**src/rtl/cam_pkg.sv**
```systemverilog
// Shared definitions for the camera capture stage: default geometry, RGB444
// field layout, capture state encoding and the colour-bar palette.
package cam_pkg;

  localparam int H_ACTIVE_DEF   = 640;
  localparam int V_ACTIVE_DEF   = 480;
  localparam int LINE_SLOTS_DEF = 3;

  localparam int CH_W  = 4;
  localparam int PIX_W = 3 * CH_W;
  localparam int R_OFS = 2 * CH_W;
  localparam int G_OFS = CH_W;
  localparam int B_OFS = 0;

  localparam int X_W   = 10;
  localparam int Y_W   = 2;
  localparam int ROW_W = 9;

  typedef enum logic [1:0] {
    SYNC_WAIT  = 2'd0,
    FRAME_WAIT = 2'd1,
    LINE_GAP   = 2'd2,
    LINE       = 2'd3
  } cap_state_e;

  localparam logic [PIX_W-1:0] BAR_WHITE   = 12'hFFF;
  localparam logic [PIX_W-1:0] BAR_YELLOW  = 12'hFF0;
  localparam logic [PIX_W-1:0] BAR_CYAN    = 12'h0FF;
  localparam logic [PIX_W-1:0] BAR_GREEN   = 12'h0F0;
  localparam logic [PIX_W-1:0] BAR_MAGENTA = 12'hF0F;
  localparam logic [PIX_W-1:0] BAR_RED     = 12'hF00;
  localparam logic [PIX_W-1:0] BAR_BLUE    = 12'h00F;
  localparam logic [PIX_W-1:0] BAR_BLACK   = 12'h000;

  function automatic logic [PIX_W-1:0] bar_colour(input logic [2:0] bar);
    logic [PIX_W-1:0] c;
    case (bar)
      3'd0:    c = BAR_WHITE;
      3'd1:    c = BAR_YELLOW;
      3'd2:    c = BAR_CYAN;
      3'd3:    c = BAR_GREEN;
      3'd4:    c = BAR_MAGENTA;
      3'd5:    c = BAR_RED;
      3'd6:    c = BAR_BLUE;
      default: c = BAR_BLACK;
    endcase
    return c;
  endfunction

endpackage

```
**src/rtl/camera_capture_if.sv**
```systemverilog
// Signal bundle between the OV7670 byte stream, the capture stage and its
// consumers (blur stage pixel port, display controller frame status).
interface camera_capture_if;
  import cam_pkg::*;

  // No backpressure: pixelValid, frameDone and frameErr are single-cycle
  // strobes and the sink must accept them in the cycle they are high.
  logic             vsync;
  logic             href;
  logic [7:0]       camData;
  logic [PIX_W-1:0] pixelOut;
  logic [X_W-1:0]   outX;
  logic [Y_W-1:0]   outY;
  logic [ROW_W-1:0] outRow;
  logic             pixelValid;
  logic             frameDone;
  logic             frameErr;
  cap_state_e       state;

  modport slave (
    input  vsync, href, camData,
    output pixelOut, outX, outY, outRow, pixelValid, frameDone, frameErr, state
  );

  modport master (
    output vsync, href, camData,
    input  pixelOut, outX, outY, outRow, pixelValid, frameDone, frameErr, state
  );
endinterface

```
**src/rtl/camera_capture_test_pattern_gen.sv**
```systemverilog
// Combinational colour-bar source: eight vertical bars selected by column[9:7].
module test_pattern_gen
  import cam_pkg::*;
(
  input  logic [X_W-1:0]   x_i,
  output logic [PIX_W-1:0] colour_o
);
  assign colour_o = bar_colour(x_i[X_W-1:X_W-3]);
endmodule

```
**src/rtl/camera_capture.sv**
```systemverilog
// OV7670 RGB444 byte-stream capture: pixels with column, line slot and row.
// Define CAPTURE_TEST_PATTERN_EN to replace camera pixels with colour bars.
module camera_capture
  import cam_pkg::*;
#(
  parameter int H_ACTIVE   = H_ACTIVE_DEF,
  parameter int V_ACTIVE   = V_ACTIVE_DEF,
  parameter int LINE_SLOTS = LINE_SLOTS_DEF
) (
  input  logic             writeClk,
  input  logic             rstN,
  camera_capture_if.slave  bus
);

  localparam logic [X_W-1:0]   H_LIM     = X_W'(H_ACTIVE);
  localparam logic [ROW_W-1:0] V_LIM     = ROW_W'(V_ACTIVE);
  localparam logic [ROW_W:0]   LINES_OK  = (ROW_W+1)'(V_ACTIVE);
  localparam logic [ROW_W:0]   LINES_SAT = (ROW_W+1)'(V_ACTIVE + 1);
  localparam logic [Y_W-1:0]   SLOT_LAST = Y_W'(LINE_SLOTS - 1);

  cap_state_e       state_q, state_d;
  logic             phase_q, phase_d;
  logic [CH_W-1:0]  hi_q, hi_d;
  logic [X_W-1:0]   col_q, col_d;
  logic [ROW_W-1:0] row_q, row_d;
  logic [Y_W-1:0]   slot_q, slot_d;
  logic [ROW_W:0]   lines_q, lines_d;
  logic [PIX_W-1:0] pix_q, pix_d;
  logic [X_W-1:0]   x_q, x_d;
  logic [Y_W-1:0]   y_q, y_d;
  logic [ROW_W-1:0] orow_q, orow_d;
  logic             valid_q, valid_d;
  logic             done_q, done_d;
  logic             err_q, err_d;
  logic [PIX_W-1:0] pix_src;

`ifdef CAPTURE_TEST_PATTERN_EN
  test_pattern_gen u_tpg (
    .x_i      (col_q),
    .colour_o (pix_src)
  );
`else
  assign pix_src = {hi_q, bus.camData};
`endif

  always_comb begin
    state_d = state_q;
    phase_d = phase_q;
    hi_d    = hi_q;
    col_d   = col_q;
    row_d   = row_q;
    slot_d  = slot_q;
    lines_d = lines_q;
    pix_d   = pix_q;
    x_d     = x_q;
    y_d     = y_q;
    orow_d  = orow_q;
    valid_d = 1'b0;
    done_d  = 1'b0;
    err_d   = 1'b0;

    case (state_q)
      SYNC_WAIT: begin
        if (bus.vsync) state_d = FRAME_WAIT;
      end
      FRAME_WAIT: begin
        if (!bus.vsync) begin
          state_d = LINE_GAP;
          row_d   = '0;
          slot_d  = '0;
          lines_d = '0;
          phase_d = 1'b0;
          col_d   = '0;
        end
      end
      LINE_GAP: begin
        if (bus.vsync) begin
          state_d = FRAME_WAIT;
          done_d  = (lines_q == LINES_OK);
          err_d   = (lines_q != LINES_OK);
        end else if (bus.href) begin
          state_d = LINE;
          hi_d    = bus.camData[CH_W-1:0];
          phase_d = 1'b1;
        end
      end
      LINE: begin
        if (bus.vsync) begin
          // Abort: the partial line is discarded and the frame is flagged bad.
          state_d = FRAME_WAIT;
          err_d   = 1'b1;
          phase_d = 1'b0;
          col_d   = '0;
        end else if (!bus.href) begin
          state_d = LINE_GAP;
          phase_d = 1'b0;
          col_d   = '0;
          if (col_q != '0) begin
            if (lines_q != LINES_SAT) lines_d = lines_q + 1'b1;
            // col > 0 with row in range means this line emitted pixels.
            if (row_q < V_LIM) begin
              row_d  = row_q + 1'b1;
              slot_d = (slot_q == SLOT_LAST) ? '0 : slot_q + 1'b1;
            end
          end
        end else if (!phase_q) begin
          hi_d    = bus.camData[CH_W-1:0];
          phase_d = 1'b1;
        end else begin
          phase_d = 1'b0;
          if (col_q < H_LIM) begin
            col_d = col_q + 1'b1;
            if (row_q < V_LIM) begin
              valid_d = 1'b1;
              pix_d   = pix_src;
              x_d     = col_q;
              y_d     = slot_q;
              orow_d  = row_q;
            end
          end
        end
      end
      default: state_d = SYNC_WAIT;
    endcase
  end

  always_ff @(posedge writeClk) begin
    if (!rstN) begin
      state_q <= SYNC_WAIT;
      phase_q <= 1'b0;
      hi_q    <= '0;
      col_q   <= '0;
      row_q   <= '0;
      slot_q  <= '0;
      lines_q <= '0;
      pix_q   <= '0;
      x_q     <= '0;
      y_q     <= '0;
      orow_q  <= '0;
      valid_q <= 1'b0;
      done_q  <= 1'b0;
      err_q   <= 1'b0;
    end else begin
      state_q <= state_d;
      phase_q <= phase_d;
      hi_q    <= hi_d;
      col_q   <= col_d;
      row_q   <= row_d;
      slot_q  <= slot_d;
      lines_q <= lines_d;
      pix_q   <= pix_d;
      x_q     <= x_d;
      y_q     <= y_d;
      orow_q  <= orow_d;
      valid_q <= valid_d;
      done_q  <= done_d;
      err_q   <= err_d;
    end
  end

  assign bus.pixelOut   = pix_q;
  assign bus.outX       = x_q;
  assign bus.outY       = y_q;
  assign bus.outRow     = orow_q;
  assign bus.pixelValid = valid_q;
  assign bus.frameDone  = done_q;
  assign bus.frameErr   = err_q;
  assign bus.state      = state_q;

endmodule

```
**src/flat_wrapper.sv**
```systemverilog
// flat-port wrapper written by rule: the top's interface ports become plain ports
module camera_capture_flat import cam_pkg::*;
#(
  parameter int H_ACTIVE   = H_ACTIVE_DEF,
  parameter int V_ACTIVE   = V_ACTIVE_DEF,
  parameter int LINE_SLOTS = LINE_SLOTS_DEF
)
  (writeClk, rstN, bus_vsync, bus_href, bus_camData, bus_pixelOut, bus_outX, bus_outY, bus_outRow, bus_pixelValid, bus_frameDone, bus_frameErr, bus_state);
  camera_capture_if bus_i ();
  input  logic writeClk;
  input  logic rstN;
  input wire logic [$bits(bus_i.vsync)-1:0] bus_vsync;
  input wire logic [$bits(bus_i.href)-1:0] bus_href;
  input wire logic [$bits(bus_i.camData)-1:0] bus_camData;
  output wire logic [$bits(bus_i.pixelOut)-1:0] bus_pixelOut;
  output wire logic [$bits(bus_i.outX)-1:0] bus_outX;
  output wire logic [$bits(bus_i.outY)-1:0] bus_outY;
  output wire logic [$bits(bus_i.outRow)-1:0] bus_outRow;
  output wire logic [$bits(bus_i.pixelValid)-1:0] bus_pixelValid;
  output wire logic [$bits(bus_i.frameDone)-1:0] bus_frameDone;
  output wire logic [$bits(bus_i.frameErr)-1:0] bus_frameErr;
  output wire logic [$bits(bus_i.state)-1:0] bus_state;
  assign bus_i.vsync = bus_vsync;
  assign bus_i.href = bus_href;
  assign bus_i.camData = bus_camData;
  assign bus_pixelOut = bus_i.pixelOut;
  assign bus_outX = bus_i.outX;
  assign bus_outY = bus_i.outY;
  assign bus_outRow = bus_i.outRow;
  assign bus_pixelValid = bus_i.pixelValid;
  assign bus_frameDone = bus_i.frameDone;
  assign bus_frameErr = bus_i.frameErr;
  assign bus_state = bus_i.state;
  camera_capture #(.H_ACTIVE(H_ACTIVE), .V_ACTIVE(V_ACTIVE), .LINE_SLOTS(LINE_SLOTS)) u_core (.writeClk(writeClk), .rstN(rstN), .bus(bus_i));
endmodule
```
**config.mk**
```make
export PLATFORM = sky130hd
export DESIGN_NAME = camera_capture_flat
export DESIGN_NICKNAME = d
export VERILOG_FILES = /design/src/rtl/cam_pkg.sv /design/src/rtl/camera_capture_if.sv /design/src/rtl/camera_capture_test_pattern_gen.sv /design/src/rtl/camera_capture.sv /design/src/flat_wrapper.sv
export SDC_FILE = /design/constraint.sdc
export NUM_CORES = 1
export LEC_CHECK = 0
export CAP_MARGIN = 0
export CORE_ASPECT_RATIO = 0.8
export CORE_MARGIN = 10
export CORE_UTILIZATION = 40
export CTS_BUF_LIST = sky130_fd_sc_hd__clkbuf_8
export CTS_CLUSTER_DIAMETER = 150
export DETAILED_ROUTE_END_ITERATION = 7
export GPL_TIMING_DRIVEN = 0
export PLACE_DENSITY = 0.61
export REMOVE_ABC_BUFFERS = 1
export SYNTH_ARGS = -nofsm -noshare
export SYNTH_HDL_FRONTEND = slang
export SYNTH_HIERARCHICAL = 1
export SYNTH_SLANG_ARGS = --single-unit
```
**constraint.sdc**
```tcl
create_clock -name writeClk -period 2.4 [get_ports writeClk]
set_clock_uncertainty 0.1 [all_clocks]
set_input_delay 0.48 -clock writeClk [delete_from_list [all_inputs] [get_ports writeClk]]
set_output_delay 0.48 -clock writeClk [all_outputs]
set_load 0.02 [all_outputs]
```
; ---- After elaboration in Yosys (flattened, before gate mapping)
; Cells that the tools add are included.
[totals]
register_bits = 74
inputBits = 12
out_inout_bits = 38
word_cells = 110
[op_classes]
n_addsub = 4
order_cmp = 2
n_eq_ne = 22
muxes = 48
bitwise = 6
reduce_logical = 14
[op_table]
columns = op, count
row1 = 2-to-1 mux 10 bit, 9
row2 = 2-to-1 mux 9 bit, 5
row3 = case mux 10 bit (2 select lines), 2
row4 = 2-to-1 mux 2 bit, 12
row5 = AND reduction 6 bit, 4
row6 = "adder 10 x 1 -> 10 bit, second input constant", 2
row7 = 2-to-1 mux 4 bit, 5
row8 = "!= test 10 x 9 -> 1 bit, second input constant", 2
row9 = case mux 9 bit (2 select lines), 1
row10 = "!= test 2 bit, second input constant", 8
row11 = AND reduction 4 bit, 3
row12 = "equality test 10 x 9 -> 1 bit, second input constant", 1
row13 = "less-than comparator 10 bit, second input constant", 1
row14 = nonzero test 10 bit, 1
row15 = "adder 9 x 1 -> 9 bit, second input constant", 1
row16 = "less-than comparator 9 bit, second input constant", 1
row17 = 2-to-1 mux 1 bit, 9
row18 = "!= test 4 x 3 -> 1 bit, second input constant", 2
row19 = case mux 2 bit (4 select lines), 1
row20 = case mux 4 bit (2 select lines), 1
row21 = "equality test 2 bit, second input constant", 3
row22 = "!= test 2 x 1 -> 1 bit, second input constant", 3
row23 = "!= test 3 bit, second input constant", 2
row24 = inverter 1 bit, 6
row25 = 10 further kinds, 11

; ---- Logic depth before layout (Yosys ltp)
; Gate-level depths: netlist (run 1).
[logic_depth]
depth_word = 7
ltp_mapped = 7
depth_no_buf = 6

; ---- Worst setup path before layout (run 1)
; No wires, ideal clock.
[synth_timing]
path_type = reg-to-reg
startpoint = register u_core.col_q[0]
endpoint = register u_core.slot_q[1]
setup_ps = 70
arrival_time_ps = 1788
required_time_ps = 2230
path_slack_ps = 441
path_stages_with_launch = 8
n_path_buf = 1
period_less_slack_ps = 1959
cell_sequence = dfxtp_1 inv_1 ha_1 or4b_4 nor3_2 buf_4 or4b_2 a21oi_1
[synth_via]
elab_chain_len = 3
[synth_lines]
columns = element, line
row1 = "start, declared", camera_capture.sv:24  ; logic [X_W-1:0] col_q, col_d;
row2 = "start signal, assigned", camera_capture.sv:147  ; col_q <= col_d;
row3 = nonzero test 10 bit, camera_capture.sv:98  ; if (col_q != '0) begin
row4 = != test 2 x 1 -> 1 bit (no line), -
row5 = AND reduction 6 bit (no line), -
row6 = "end signal, assigned", camera_capture.sv:149  ; slot_q <= slot_d;
row7 = "end, declared", camera_capture.sv:26  ; logic [Y_W-1:0] slot_q, slot_d;
; No other way between the ends.
; A chain may end at the register's enable or synchronous reset.

; ---- Worst setup path after layout (run 1)
[layout_timing]
startpoint = register u_core.state_q[0], in the netlist u_core/bus.state[0]
endpoint = register u_core.slot_q[1]
[layout_via]
elab_chain_len = 3
word_cells_on_any_way = 10
cone_classes = eq/ne: 7 / mux: 1 / reduce/logical: 2
[layout_lines]
columns = element, line
row1 = "start, declared", camera_capture.sv:21  ; cap_state_e state_q, state_d;
row2 = "start signal, assigned", camera_capture.sv:144  ; state_q <= state_d;
row3 = equality test 2 bit or equality test 2 x 1 -> 1 bit (tied branches), camera_capture.sv:62  ; case (state_q)
row4 = "!= test 2 x 1 -> 1 bit (no line), or another cell as far along", -
row5 = AND reduction 6 bit (no line), -
; Several ways; a longest one is shown, not always the timed one.

==> results of run 1 <==
[power breakdown]
part           switching [uW]  internal (uW)  leakage [uW]
sequential               6.47           1230      0.000596
clock                     473            583      0.000105
combinational            52.0           35.1      0.000659
[synth_stat cells, types with 3 or more instances]
library cell / number
dfxtp_1: 74
nand3_1: 48
o21ai_0: 46
a21oi_1: 43
clkbuf_1: 23
nand2_1: 19
nor2_1: 15
nand4_1: 10
or4_1: 9
a31oi_1: 7
inv_1: 7
mux2i_1: 7
ha_1: 6
nor3_1: 6
o31ai_1: 6
and3_1: 5
buf_2: 5
o311ai_0: 5
a21boi_0: 4
nand2b_1: 4
nor4_1: 4
o221a_2: 4
or3_1: 4
and2_1: 3
nand4b_1: 3
o211ai_1: 3
o21a_1: 3
or2_2: 3
[cell families (layout without fill, tap and decap cells)]
logic type	count (synthesis)	count (layout)	synth area share [%]
muxes	7	7	2.044
DFF	74	74	43.21
adders and majority gates	6	6	2.190
and+or+nand+nor	149	149	24.71
buffers and inverters	37	80	4.562
AOI/OAI and AO/OA	132	132	23.28
[layer usage]
metal / vias up / track usage (%)
met2: 88 / 22.69
met5: - / 0
met3: 13 / 3.777
li1: 1603 / -
met1: 1537 / 18.96
met4: 0 / 5.809
[metrics by stage]
stage                     std cells  hold slack [ns]  TNS (ns)  util, %
after floorplan                 375           0.3434   -0.3247        -
after global placement          536           0.3496    -61.78    46.73
after detailed placement        538           0.3568    -33.65    47.14
after CTS                       560           0.3707         0    50.49
after global routing            560           0.3906         0    50.68
final                           560           0.3666         0    50.68
[how the worst max path moves through the flow]
stage                                     start                                   end  slack [ns]
2_1_floorplan      u_core/row_q[5]$_SDFFE_PN0P_          u_core/row_q[7]$_SDFFE_PN0P_       -0.07
3_3_place_gp                               rstN          u_core/col_q[9]$_SDFFE_PN0P_       -1.64
3_5_place_dp                          bus_vsync  u_core/bus.pixelOut[10]$_SDFFE_PN0P_       -0.78
4_1_cts                               bus_vsync   u_core/bus.pixelOut[3]$_SDFFE_PN0P_        0.05
5_1_grt        u_core/bus.state[0]$_SDFFE_PN0P_         u_core/slot_q[1]$_SDFFE_PN0P_        0.01
6_report       u_core/bus.state[0]$_SDFFE_PN0P_         u_core/slot_q[1]$_SDFFE_PN0P_        0.08
[sequential cells by signal, indices dropped and copies added, names as in the netlist]
register and flops:
u_core/bus.outRow 9, u_core/bus.outY 2, u_core/slot_q 2, u_core/col_q 10, u_core/lines_q 10, u_core/bus.pixelValid 1, u_core/bus.outX 10, u_core/phase_q 1
u_core/bus.state 2, u_core/bus.frameDone 1, u_core/bus.frameErr 1, u_core/hi_q 4, u_core/bus.pixelOut 12, u_core/row_q 9
[area by class of cell]
cell class,count,area (um^2),area share (%)
timing repair buffer,57,569.3,13.36
tap,112,140.1,3.288
multi-input combinational,294,1827,42.87
inverter,7,26.28,0.6166
clock buffer,9,123.9,2.907
sequential,74,1481,34.76
clock inverter,7,93.84,2.202
[critical path: stages (launching register included)]
cell     delay [ns]
dfxtp_1        0.60
and2_2         0.39
nand3_1        0.31
or4b_2         0.70
a21oi_1        0.16
[repair_timing]
| action | 4_1_cts | 5_1_grt |
|---|---|---|
| pin swaps | 3 | 0 |
| setup endpoints to repair | 56 | 38 |
| gates resized for setup | 6 | 4 |
| buffers inserted | 6 | 0 |
==> results by group, run 1 <==
Run status
  • Status: complete, no violations

Worst setup path
  • Critical path fanouts, max: 13
  • Critical path type: reg -> reg
  • Startpoint Class: register
  • Crit Reg-Reg Endpoint: u_core/slot_q[1]$_SDFFE_PN0P_
  • R2R Path Start: u_core/bus.state[0]$_SDFFE_PN0P_
  • Arr. time, crit path: 2.50 ns
  • Setup slack, reg-to-reg: 0.08 ns
  • Req. time, crit path: 2.58 ns
  • Nature of the critical path endpoint: register
  • R2r worst-path depth: 4

Finish
  • Most common cell after layout, fill and taps aside: dfxtp_1
  • Fillers: 808
  • Highest-count cells in the layout ignoring fill and taps: dfxtp_1, clkdlybuf4s50_1, nand3_1
  • Area delta synth->final: 24.31%
  • Ant diodes: 0
  • Fin nets: 461
  • Share of cells above drive strength 1: 10.94%
  • Design area: 4262 um^2

Floorplan
  • Effective utilization at floorplan: 40.77%
  • # IOs: 50
  • Core area: 8408 um^2
  • Row count: 30
  • Die width: 123.5 um
  • Die Area: 12700 um^2
  • Die Y: 102.8 um

Yosys
  • Yosys top cell by area: dfxtp_1
  • Area share of the largest cell type after synthesis: 43.21%
  • Most used DFF post-synth: dfxtp_1
  • Synth area leaders: dfxtp_1, nand3_1, o21ai_0, a21oi_1, clkbuf_1
  • Post-Syn Area: 3428 um^2
  • Synthesized flop and latch total: 74
  • YS warnings: 6
  • Mapped Cells: 405
  • Yosys cell types: 50
  • Post-synth EDFFs: 0
  • Post-synth ARST share: 0%
  • Synth Area per Inst: 8.465 um^2
  • Sequential share of the synthesized area: 43.21%

Drt
  • Metal3 WL: 594 um
  • DRC Markers: 0
  • Antenna viol nets, final: 0
  • Initial detailed-routing violation count: 192
  • Wirelength per Cell: 16.39 um
  • Top sig layer: met4
  • Pre-Repair DR Iteration Count: 4
  • Routed vias/inst: 5.788
  • Met2 wire length: 4.258 mm
  • Met1 wire length: 4.207 mm
  • Final WL: 9.179 mm
  • Via Count: 3241

Timing
  • Max Clock Freq: 431.9 MHz
  • Measured slew at the worst slew-check pin: 0.6441 ns
  • Tcrit/Tclk final: 96.46%
  • Final hold vios: 0
  • Max-slew violations: 0
  • Worst Slack Setup Final: 0.08488 ns
  • Final setup fails: 0
  • Unrepaired setup endpoints after global routing: no
  • Slew margin rel.: 57.06%
  • Final min period: 2.315 ns

Clock network
  • CTS tree: done
  • Number of buffers created by CTS: 9
  • CTS Root Cell: clkbuf_8
  • Clock sinks: 74
  • Hold_buf cts: 0
  • Worst-path clk slew: 0.08 ns
  • Max Root-Sink Buffers: 2
  • Htree depth: 3
  • Worst-Skew Late Latency: 0.35 ns

Global routing
  • Global-route wire length before repair: 15.03 mm
  • Initial antenna violation count: 0
  • Largest net degree at the start of global routing: 49
  • Overflow left after global routing: 0
  • Overall Global Routing Usage: 14.62%
  • Vias in the first global route: 3058

Hold path
  • Hold Startpoint: u_core/hi_q[3]$_SDFFE_PN0P_
  • WHS Path Cells: 2
  • Hold Path Class: reg -> reg
  • Hold path endpoint: u_core/bus.pixelOut[11]$_SDFFE_PN0P_

Placed design
  • Gp weighted congestion: 0.8561
  • Placed Instance Area: 3964 um^2
  • PortBufs: 49
  • Hpwl dp: 5.846 mm
  • DP Worst Slack: -0.7817 ns

Power and ir drop
  • Max IR drop VDD: 0.2818 mV
  • Pwr dens: 558.0 nW/um^2
  • Leak: 0.001360 uW
  • Total power: 2378 uW

Job
  • Maxcap violations: 0
No activity file was read; power rests on OpenSTA's default activity.
==> inputs of run 2 (changes only) <==
--- a/config.mk
+++ b/config.mk
@@ -5,7 +5,7 @@
 export SDC_FILE = /design/constraint.sdc
 export NUM_CORES = 1
 export LEC_CHECK = 0
-export CAP_MARGIN = 0
+export CAP_MARGIN = 20
 export CORE_ASPECT_RATIO = 0.8
 export CORE_MARGIN = 10
 export CORE_UTILIZATION = 40
==> results by group, run 2 (same netlist as run 1, synthesis figures left out) <==
Drt
  • Initial detailed-routing violation count: 337
  • Antenna viol nets, final: 0
  • DRC Markers: 0
  • Wirelength per Cell: 16.24 um
  • Final WL: 9.143 mm
  • Via Count: 3283
  • Pre-Repair DR Iteration Count: 8
  • Routed vias/inst: 5.831

Clock network
  • Max Root-Sink Buffers: 2
  • CTS Root Cell: clkbuf_8
  • CTS tree: done
  • Hold_buf cts: 0
  • Clock sinks: 74
  • Number of buffers created by CTS: 9
  • Htree depth: 3
  • Worst-path clk slew: 0.08 ns
  • Worst-Skew Late Latency: 0.35 ns

Global routing
  • Initial antenna violation count: 0
  • Overflow left after global routing: 0
  • Largest net degree at the start of global routing: 49
  • Met1 GRT Util: 19.07%
  • Global-route wire length before repair: 15.03 mm
  • Overall Global Routing Usage: 14.60%
  • Routing usage on met3: 3.558%
  • Vias in the first global route: 3022
  • GR Util met2: 22.57%
  • Top Usage Layer GRT: met2

Timing
  • Final hold vios: 0
  • Measured slew at the worst slew-check pin: 0.6606 ns
  • Final setup fails: 0
  • Tcrit/Tclk final: 92.98%
  • Unrepaired setup endpoints after global routing: no
  • Max-slew violations: 0
  • Final min period: 2.231 ns
  • Worst Slack Setup Final: 0.1685 ns
  • Max Clock Freq: 448.1 MHz
  • Slew margin rel.: 55.96%

Run status
  • Status: complete, no violations

Placed design
  • Hpwl dp: 6.000 mm
  • DP Worst Slack: -0.7140 ns
  • Placed instance count: 540
  • PortBufs: 49
  • Gp weighted congestion: 0.8561

Worst setup path
  • Critical path fanouts, max: 8
  • Startpoint Class: primary input
  • Nature of the critical path endpoint: register
  • Critical path type: in -> reg
  • Req. time, crit path: 2.59 ns
  • Arr. time, crit path: 2.42 ns

Finish
  • Max FFs per register: 12
  • Share of cells above drive strength 1: 11.31%
  • Layout Cells excl Fill: 563
  • Highest-count cells in the layout ignoring fill and taps: dfxtp_1, clkdlybuf4s50_1, nand3_1
  • Most common cell after layout, fill and taps aside: dfxtp_1
  • Area delta synth->final: 25.77%
  • Ant diodes: 0
  • Final core occ: 51.28%
  • Fin nets: 464

Floorplan
  • Die width: 123.5 um
  • # IOs: 50
  • Die Area: 12700 um^2
  • Row count: 30
  • Core area: 8408 um^2
  • Die Y: 102.8 um
  • Effective utilization at floorplan: 40.77%

Power and ir drop
  • Sw Ratio: 23.13%
  • Clock network fraction of total power: 45.3%
  • Max IR drop VDD: 0.3102 mV
  • Sequential cell fraction of total power: 51.1%
  • Combinational power share: 3.5%
  • P_int: 1857 uW
  • Pwr dens: 560.4 nW/um^2
  • Switching power: 559.0 uW
  • Leak: 0.001392 uW

Job
  • Maxcap violations: 0

Hold path
  • Hold Path Class: reg -> reg
run 2: stage by stage:
step / instance area (um^2) / hold WS, ns / TNS [ns] / power, uW
6_report: 4312 / 0.3646 / 0 / 2416
5_1_grt: 4312 / 0.3827 / 0 / 2503
2_1_floorplan: 3298 / 0.3434 / -0.3247 / 1299
3_3_place_gp: 3929 / 0.3496 / -61.78 / 1343
3_5_place_dp: 4006 / 0.3568 / -12.42 / 1348
4_1_cts: 4284 / 0.3706 / 0 / 2449
run 2: path summary, 6_finish.rpt:
path	slack (ns)	start	cells past startpoint	endpoint
setup reg to reg	0.19	u_core/bus.state[1]$_SDFFE_PN0P_	4	u_core/slot_q[1]$_SDFFE_PN0P_
hold / removal	0.36	u_core/hi_q[3]$_SDFFE_PN0P_	2	u_core/bus.pixelOut[11]$_SDFFE_PN0P_
setup / recovery	0.17	bus_vsync	5	u_core/slot_q[1]$_SDFFE_PN0P_
hold reg to reg	0.36	u_core/hi_q[3]$_SDFFE_PN0P_	2	u_core/bus.pixelOut[11]$_SDFFE_PN0P_
run 2: cell type report:
class                   count  area, um^2
fillers                   798        4096
multi-input cells         294        1809
flip-flops and latches     74        1483
repair buffers             60       626.9
well taps                 112       140.1
clock buffers               9       123.9
clock inverters             7       102.6
inverters                   7       26.28
run 2: power groups by stage:
stage | combinational (uW) | sequential [uW] | clock (uW)
floorplan | 33.9 | 1260 | 0
global placement | 79.1 | 1260 | 0
detailed placement | 83.8 | 1260 | 0
CTS | 86.1 | 1240 | 1130
global route | 92.7 | 1240 | 1170
finish | 85.4 | 1240 | 1100
run 2: metal layers:
metal	vias to the layer above	wire (um)
met1	1544	4157
met5	-	0
li1	1611	-
met3	15	665
met2	113	4181
met4	0	139
run 2: critical path, stage by stage:
cell             delay [ns]
clkdlybuf4s50_1        0.53
a21oi_2                0.27
nand3_1                0.29
or4b_2                 0.70
a21oi_1                0.16
run 2: repair_timing:
item / 4_1_cts / 5_1_grt
setup buffers: 6 / 0
pin swaps: 3 / 0
setup endpoints to repair: 21 / 21
gates cloned: 0 / 0
resized for setup: 3 / 4
==> inputs of run 3 (changes only) <==
--- a/config.mk
+++ b/config.mk
@@ -5,7 +5,7 @@
 export SDC_FILE = /design/constraint.sdc
 export NUM_CORES = 1
 export LEC_CHECK = 0
-export CAP_MARGIN = 20
+export CAP_MARGIN = 10
 export CORE_ASPECT_RATIO = 0.8
 export CORE_MARGIN = 10
 export CORE_UTILIZATION = 40
==> constraint.sdc (replaced) <==
create_clock -name writeClk -period 2.72 [get_ports writeClk]
set_clock_uncertainty 0.1 [all_clocks]
set_input_delay 0.544 -clock writeClk [delete_from_list [all_inputs] [get_ports writeClk]]
set_output_delay 0.544 -clock writeClk [all_outputs]
set_load 0.02 [all_outputs]
==> results by group, run 3 (same netlist as run 1, synthesis figures left out) <==
Run status
  • Status: complete, no violations

Placed design
  • DP Worst Slack: -0.5257 ns
  • Hpwl dp: 5.846 mm
  • PortBufs: 49
  • Gp weighted congestion: 0.8561

Worst setup path
  • Critical path type: in -> reg
  • Crit path launch: rstN
  • R2r worst-path depth: 4
  • Startpoint Class: primary input
  • Worst Setup EP: u_core/col_q[9]$_SDFFE_PN0P_
  • Critical path fanouts, max: 48
  • R2R Path Start: u_core/row_q[5]$_SDFFE_PN0P_
  • Setup slack, reg-to-reg: 0.18 ns
  • Crit Reg-Reg Endpoint: u_core/slot_q[1]$_SDFFE_PN0P_
  • Nature of the critical path endpoint: register
  • Arr. time, crit path: 2.74 ns
  • Req. time, crit path: 2.92 ns

Timing
  • Max-slew violations: 0
  • Tcrit/Tclk final: 93.50%
  • Worst Slack Setup Final: 0.1769 ns
  • Measured slew at the worst slew-check pin: 1.183 ns
  • Final hold vios: 0
  • Final min period: 2.543 ns
  • Final setup fails: 0
  • Max Clock Freq: 393.2 MHz
  • Unrepaired setup endpoints after global routing: no
  • Slew margin rel.: 21.13%

Floorplan
  • Effective utilization at floorplan: 40.77%
  • Die Y: 102.8 um
  • Core area: 8408 um^2
  • # IOs: 50
  • Die width: 123.5 um
  • Row count: 30
  • Die Area: 12700 um^2

Drt
  • Final WL: 9.063 mm
  • Pre-Repair DR Iteration Count: 4
  • Routed vias/inst: 5.789
  • Initial detailed-routing violation count: 233
  • Wirelength per Cell: 16.33 um
  • Via Count: 3213
  • DRC Markers: 0
  • Antenna viol nets, final: 0

Clock network
  • CTS tree: done
  • CTS Root Cell: clkbuf_8
  • Max Root-Sink Buffers: 2
  • Number of buffers created by CTS: 9
  • Worst-Skew Late Latency: 0.35 ns
  • Clock sinks: 74
  • Htree depth: 3
  • Hold_buf cts: 0
  • Worst-path clk slew: 0.08 ns

Finish
  • Highest-count cells in the layout ignoring fill and taps: dfxtp_1, clkdlybuf4s50_1, nand3_1
  • Most common cell after layout, fill and taps aside: dfxtp_1
  • Area delta synth->final: 22.55%
  • Share of cells above drive strength 1: 9.255%
  • Max FFs per register: 12
  • Fin nets: 456
  • Ant diodes: 0

Global routing
  • Overflow left after global routing: 0
  • Global-route wire length before repair: 14.93 mm
  • Initial antenna violation count: 0
  • Vias in the first global route: 3035
  • Largest net degree at the start of global routing: 49
  • Overall Global Routing Usage: 14.50%

Hold path
  • Hold Startpoint: u_core/hi_q[3]$_SDFFE_PN0P_
  • Hold Path Class: reg -> reg

Power and ir drop
  • Pwr dens: 499.1 nW/um^2
  • Total power: 2097 uW
  • Max IR drop VDD: 0.2448 mV
  • Leak: 0.001331 uW

Job
  • Maxcap violations: 0
[run 3: cell count changes in the layout (fill, tap and decap cells not counted), sizes merged]
cell	delta
inv	-1
dlygate4sd2	-1
buf	-8
clkinvlp	+1
clkdlybuf4s50	+1
[run 3: final cells by class]
type,instances,area [um^2]
Clock buffer,9,123.9
Clock inverter,7,93.84
Sequential cell,74,1481
Tap cell,112,140.1
Timing Repair Buffer,52,533.0
Fill cell,814,4207
Multi-Input combinational cell,294,1803
Inverter,7,26.28
[run 3: how the worst min path moves through the flow]
stage | slack [ns] | to | depth (start not counted)
6_report | 0.37 | u_core/bus.pixelOut[11]$_SDFFE_PN0P_ | 2
4_1_cts | 0.37 | u_core/bus.pixelOut[9]$_SDFFE_PN0P_ | 2
3_3_place_gp | 0.35 | u_core/bus.pixelOut[8]$_SDFFE_PN0P_ | 2
2_1_floorplan | 0.34 | u_core/bus.pixelOut[10]$_SDFFE_PN0P_ | 2
5_1_grt | 0.39 | u_core/bus.pixelOut[11]$_SDFFE_PN0P_ | 2
3_5_place_dp | 0.36 | u_core/bus.pixelOut[9]$_SDFFE_PN0P_ | 2
[run 3: through the flow]
step	cells	hold WS, ns	util, %	cell area [um^2]	setup TNS [ns]
2_1_floorplan	375	0.3434	-	3298	0
6_report	555	0.3662	49.97	4202	0
4_1_cts	554	0.3707	49.88	4194	0
5_1_grt	555	0.3906	49.97	4202	0
3_3_place_gp	536	0.3496	46.73	3929	-43.50
3_5_place_dp	538	0.3568	47.14	3964	-19.70
[run 3: timing repair]
| action | CTS | global route |
|---|---|---|
| pin swaps | 1 | 1 |
| endpoints found under the hold margin | 0 | 0 |
| endpoints found under the setup margin | 39 | 11 |
| setup buffers | 0 | 1 |
| gates resized for setup | 3 | 0 |
[run 3: layer usage]
layer,wire length [um],global-route usage [%],part of all wire [%],vias to the layer above
met5,0,0,0,-
met4,131,5.898,1.4,0
met3,540,3.777,6.0,14
met2,4191,22.44,46,74
met1,4199,18.80,46,1535
li1,-,-,-,1590
[run 3: worst max-delay path, stage by stage]
cell             delay, ns
clkdlybuf4s50_1       0.90
inv_2                 0.25
buf_12                0.25
a31oi_2               0.45
and3_1                0.23
a22o_1                0.11
[run 3: where the power goes]
part	total [uW]	internal (uW)	leakage, uW	switching, uW
sequential	1090	1080	0.000596	5.47
clock	931	514	0.000105	417
combinational	75.7	29.9	0.000630	45.8
total	2100	1630	0.00133	468
==> patch 1: new RTL, config.mk and constraints of run 1 <==
Change the package constant `Y_W` from 2 to 3.
--- a/src/rtl/cam_pkg.sv
+++ b/src/rtl/cam_pkg.sv
@@ -15,3 +15,3 @@
   localparam int X_W   = 10;
-  localparam int Y_W   = 2;
+  localparam int Y_W   = 3;
   localparam int ROW_W = 9;
Ports: changed (resized bus_outY); port bits go from 50 to 51. No check against the original RTL was run, so the function may have changed too.
==> patch 1 against run 1 <==
Synthesized area shrank 1.3%; fmax decreased by 0.48%; combinational power rose by 18%; sequential power is 3% higher; worst setup slack got worse by 0.011 ns; power grew 2.8%; critical path type is now register to primary output; final cell count down 7.7%; design area shrank 1.9%; sequential cell count increased by 2; critical path depth fell by 3; largest cell class unchanged; wire length decreased by 14%; worst hold slack got worse by 0.0089 ns; register-to-register slack gained 0.11 ns.
==> patch 1: results (changes against run 1) <==
fin nets 422 (-8.5%); Crit path max-delay family buffers and inverters; status finished, final reports clean; sequential element share of the synthesized area 44.95% (+1.7 points); fraction of layout cells with a size suffix above 1 7.090% (-3.8 points); PortBufs 50 (+2.0%); post-layout util 51.65% (+0.96 points); slowest library cell on the worst path clkdlybuf4s50_1; number of global-route vias before repair 2,590 (-15%); DP HPWL 5323 um (-9.0%); CP arrival 1.75 ns (-0.75 ns); critical path peak fanout 14 (+1); pin count of the biggest net entering global routing 50 (+2.0%); drt wl/cell 15.34 um (-6.4%); multiplexer share of the synthesized area 11.57% (+9.5 points); global-route wire length before repair 12,850 um (-15%); met3 wire len 603 um (+1.5%); met1 GRT Util 15.61% (-3.4 points); LEAKAGE 0.001659 uW (+22%); RePlAce Congestion 0.8242 (-3.7%); synthesized instance count 362 (-11%); Commonest cells post-synth dfxtp_1, nor2_1, mux2i_1; ranking of synthesized cells by area dfxtp_1, mux2i_1, nor2_1, o31ai_1, or4_1; fillers 753 (-6.8%); compound-gate portion of the synthesized area 13.49% (-9.8 points); Logic pwr share 4.2% (+0.5 points); met2 WL 3489 um (-18%); initial drt markers 146 (-24%); Pwr Total 2446 uW (+2.8%); Adder-Cell Fraction of Synth Area 2.218% (+0.028 points)
## patch 1: timing repair
item                                    in CTS  in global routing
hold endpoints to repair                     0                  0
gates cloned                                 0                  0
gates resized for setup                      3                  3
buffers inserted                             1                  0
endpoints found under the setup margin      26                  9
## patch 1: area by class of cell
class / count / share of cell area, %
Multi-Input combinational cell: 251 / 40.93
Tap cell: 108 / 3.234
Clock inverter: 7 / 2.216
Inverter: 12 / 1.078
Sequential cell: 76 / 36.44
Timing Repair Buffer: 54 / 13.14
Clock buffer: 9 / 2.964
## patch 1: worst paths after layout
kind,startpoint,endpoint,slack (ns),depth (start not counted)
max,u_core/bus.state[1],bus_state[1],0.07,1
max reg2reg,u_core/bus.state[1],u_core/lines_q[0],0.19,4
min,u_core/bus.outX[9],u_core/bus.outX[9],0.36,2
min reg2reg,u_core/bus.outX[9],u_core/bus.outX[9],0.36,2
==> patch 2: new RTL, settings of run 1 <==
Without the edit above. `hi_q`, `pix_q` and `x_q` no longer have a reset.
--- a/src/rtl/camera_capture.sv
+++ b/src/rtl/camera_capture.sv
@@ -130,3 +130,2 @@
       phase_q <= 1'b0;
-      hi_q    <= '0;
       col_q   <= '0;
@@ -135,4 +134,2 @@
       lines_q <= '0;
-      pix_q   <= '0;
-      x_q     <= '0;
       y_q     <= '0;
@@ -145,3 +142,2 @@
       phase_q <= phase_d;
-      hi_q    <= hi_d;
       col_q   <= col_d;
@@ -150,4 +146,2 @@
       lines_q <= lines_d;
-      pix_q   <= pix_d;
-      x_q     <= x_d;
       y_q     <= y_d;
@@ -158,2 +152,8 @@
     end
+  end
+
+  always_ff @(posedge writeClk) begin
+    hi_q  <= hi_d;
+    pix_q <= pix_d;
+    x_q   <= x_d;
   end
Formal check against the unedited RTL: differs if rstN is asserted again (counterexample within 10 cycles, from zero or initial values and one cycle with rstN low); with rstN held inactive, the same outputs for 10 cycles.
==> patch 2 against run 1 <==
Register-to-register slack gained 0.095 ns; sequential cell count is the same; design area shrank 12%; global-route usage shrank 3.6 points; wire length shrank 34%; power shrank 0.25%; worst setup slack gained 0.043 ns; synthesized area shrank 14%; critical path type is now input pin to register.
==> patch 2: results (changes against run 1) <==
r2r startpoint u_core/col_q[0]; clock group power 991 uW (-7%); critical path peak fanout 14 (+1); Netlist cell types 43 (-14%); Reg-to-Reg End u_core/lines_q[9]; fraction of layout cells with a size suffix above 1 8.657% (-2.3 points); ClkCell Share 5.515% (+0.41 points); fin nets 348 (-25%); all-layer global routing usage 10.97% (-3.6 points); Post-Place Setup Slack -1.155 ns (-0.3737 ns); Setup crit start bus_vsync; Commonest cells post-synth dfxtp_1, nor2_1, edfxtp_1; status finished, final reports clean; Logic pwr share 3.3% (-0.4 points); DP HPWL 4331 um (-26%); initial drt markers 96 (-50%); NonClk Buf Share 13.62% (+0.26 points); Reg2Reg Setup Slack 0.18 ns (+0.10 ns); global-route wire length before repair 9963 um (-34%); routed wire length 6050 um (-34%); area occupied by multi-input gates 1131 um^2 (-38%); Non-Clock Buffer Count 52 (-8.8%); Min Clock Period, post-route 2.273 ns (-0.04255 ns); fillers 647 (-20%); compound-gate portion of the synthesized area 7.744% (-16 points); Adder-Cell Fraction of Synth Area 2.539% (+0.35 points); worst vdd ir 0.0004147 V (+47%); LEAKAGE 0.001313 uW (-3.5%); register share of the cell area 46.25% (+11 points); Hold Crit Start u_core/hi_q[0]; RePlAce Congestion 0.7752 (-9.4%); worst setup path end u_core/bus.outX[4]; sequential element share of the synthesized area 58.91% (+16 points); number of synthesized flops with an enable pin 26 (+26); multiplexer share of the synthesized area 3.724% (+1.7 points); R2R cell count 7 (+3); Min-Delay Endpoint u_core/bus.pixelOut[8]
==> patch 2: per-stage QoR <==
step                      instance area [um^2]  utilization, %  setup TNS (ns)  std cells  power (uW)
after floorplan                           2913               -          -2.187        266        1367
after global placement                    3512           49.98          -32.20        402        1406
after detailed placement                  3527           50.20          -31.24        404        1410
after CTS                                 3759           53.49               0        421        2407
after global routing                      3766           53.60               0        422        2464
final                                     3766           53.60               0        422        2372
==> patch 2: what timing repair did <==
item / CTS / global route
endpoints found under the setup margin: 33 / 2
gates resized for setup: 5 / 0
cloned: 1 / 0
buffers inserted: 0 / 1
==> patch 2: worst max-delay path, stage by stage <==
cell	delay, ns
clkdlybuf4s50_1	0.53
nand4b_1	0.31
nor3b_2	0.35
nand2_4	0.24
clkinvlp_4	0.29
==> patch 2: metal layers <==
layer / global-route usage [%] / wire length [um] / vias to the layer above
met5: 0 / 0 / -
li1: - / - / 1088
met4: 5.052 / 9 / 0
met2: 16.02 / 2621 / 51
met1: 13.83 / 3006 / 975
met3: 4.313 / 412 / 4
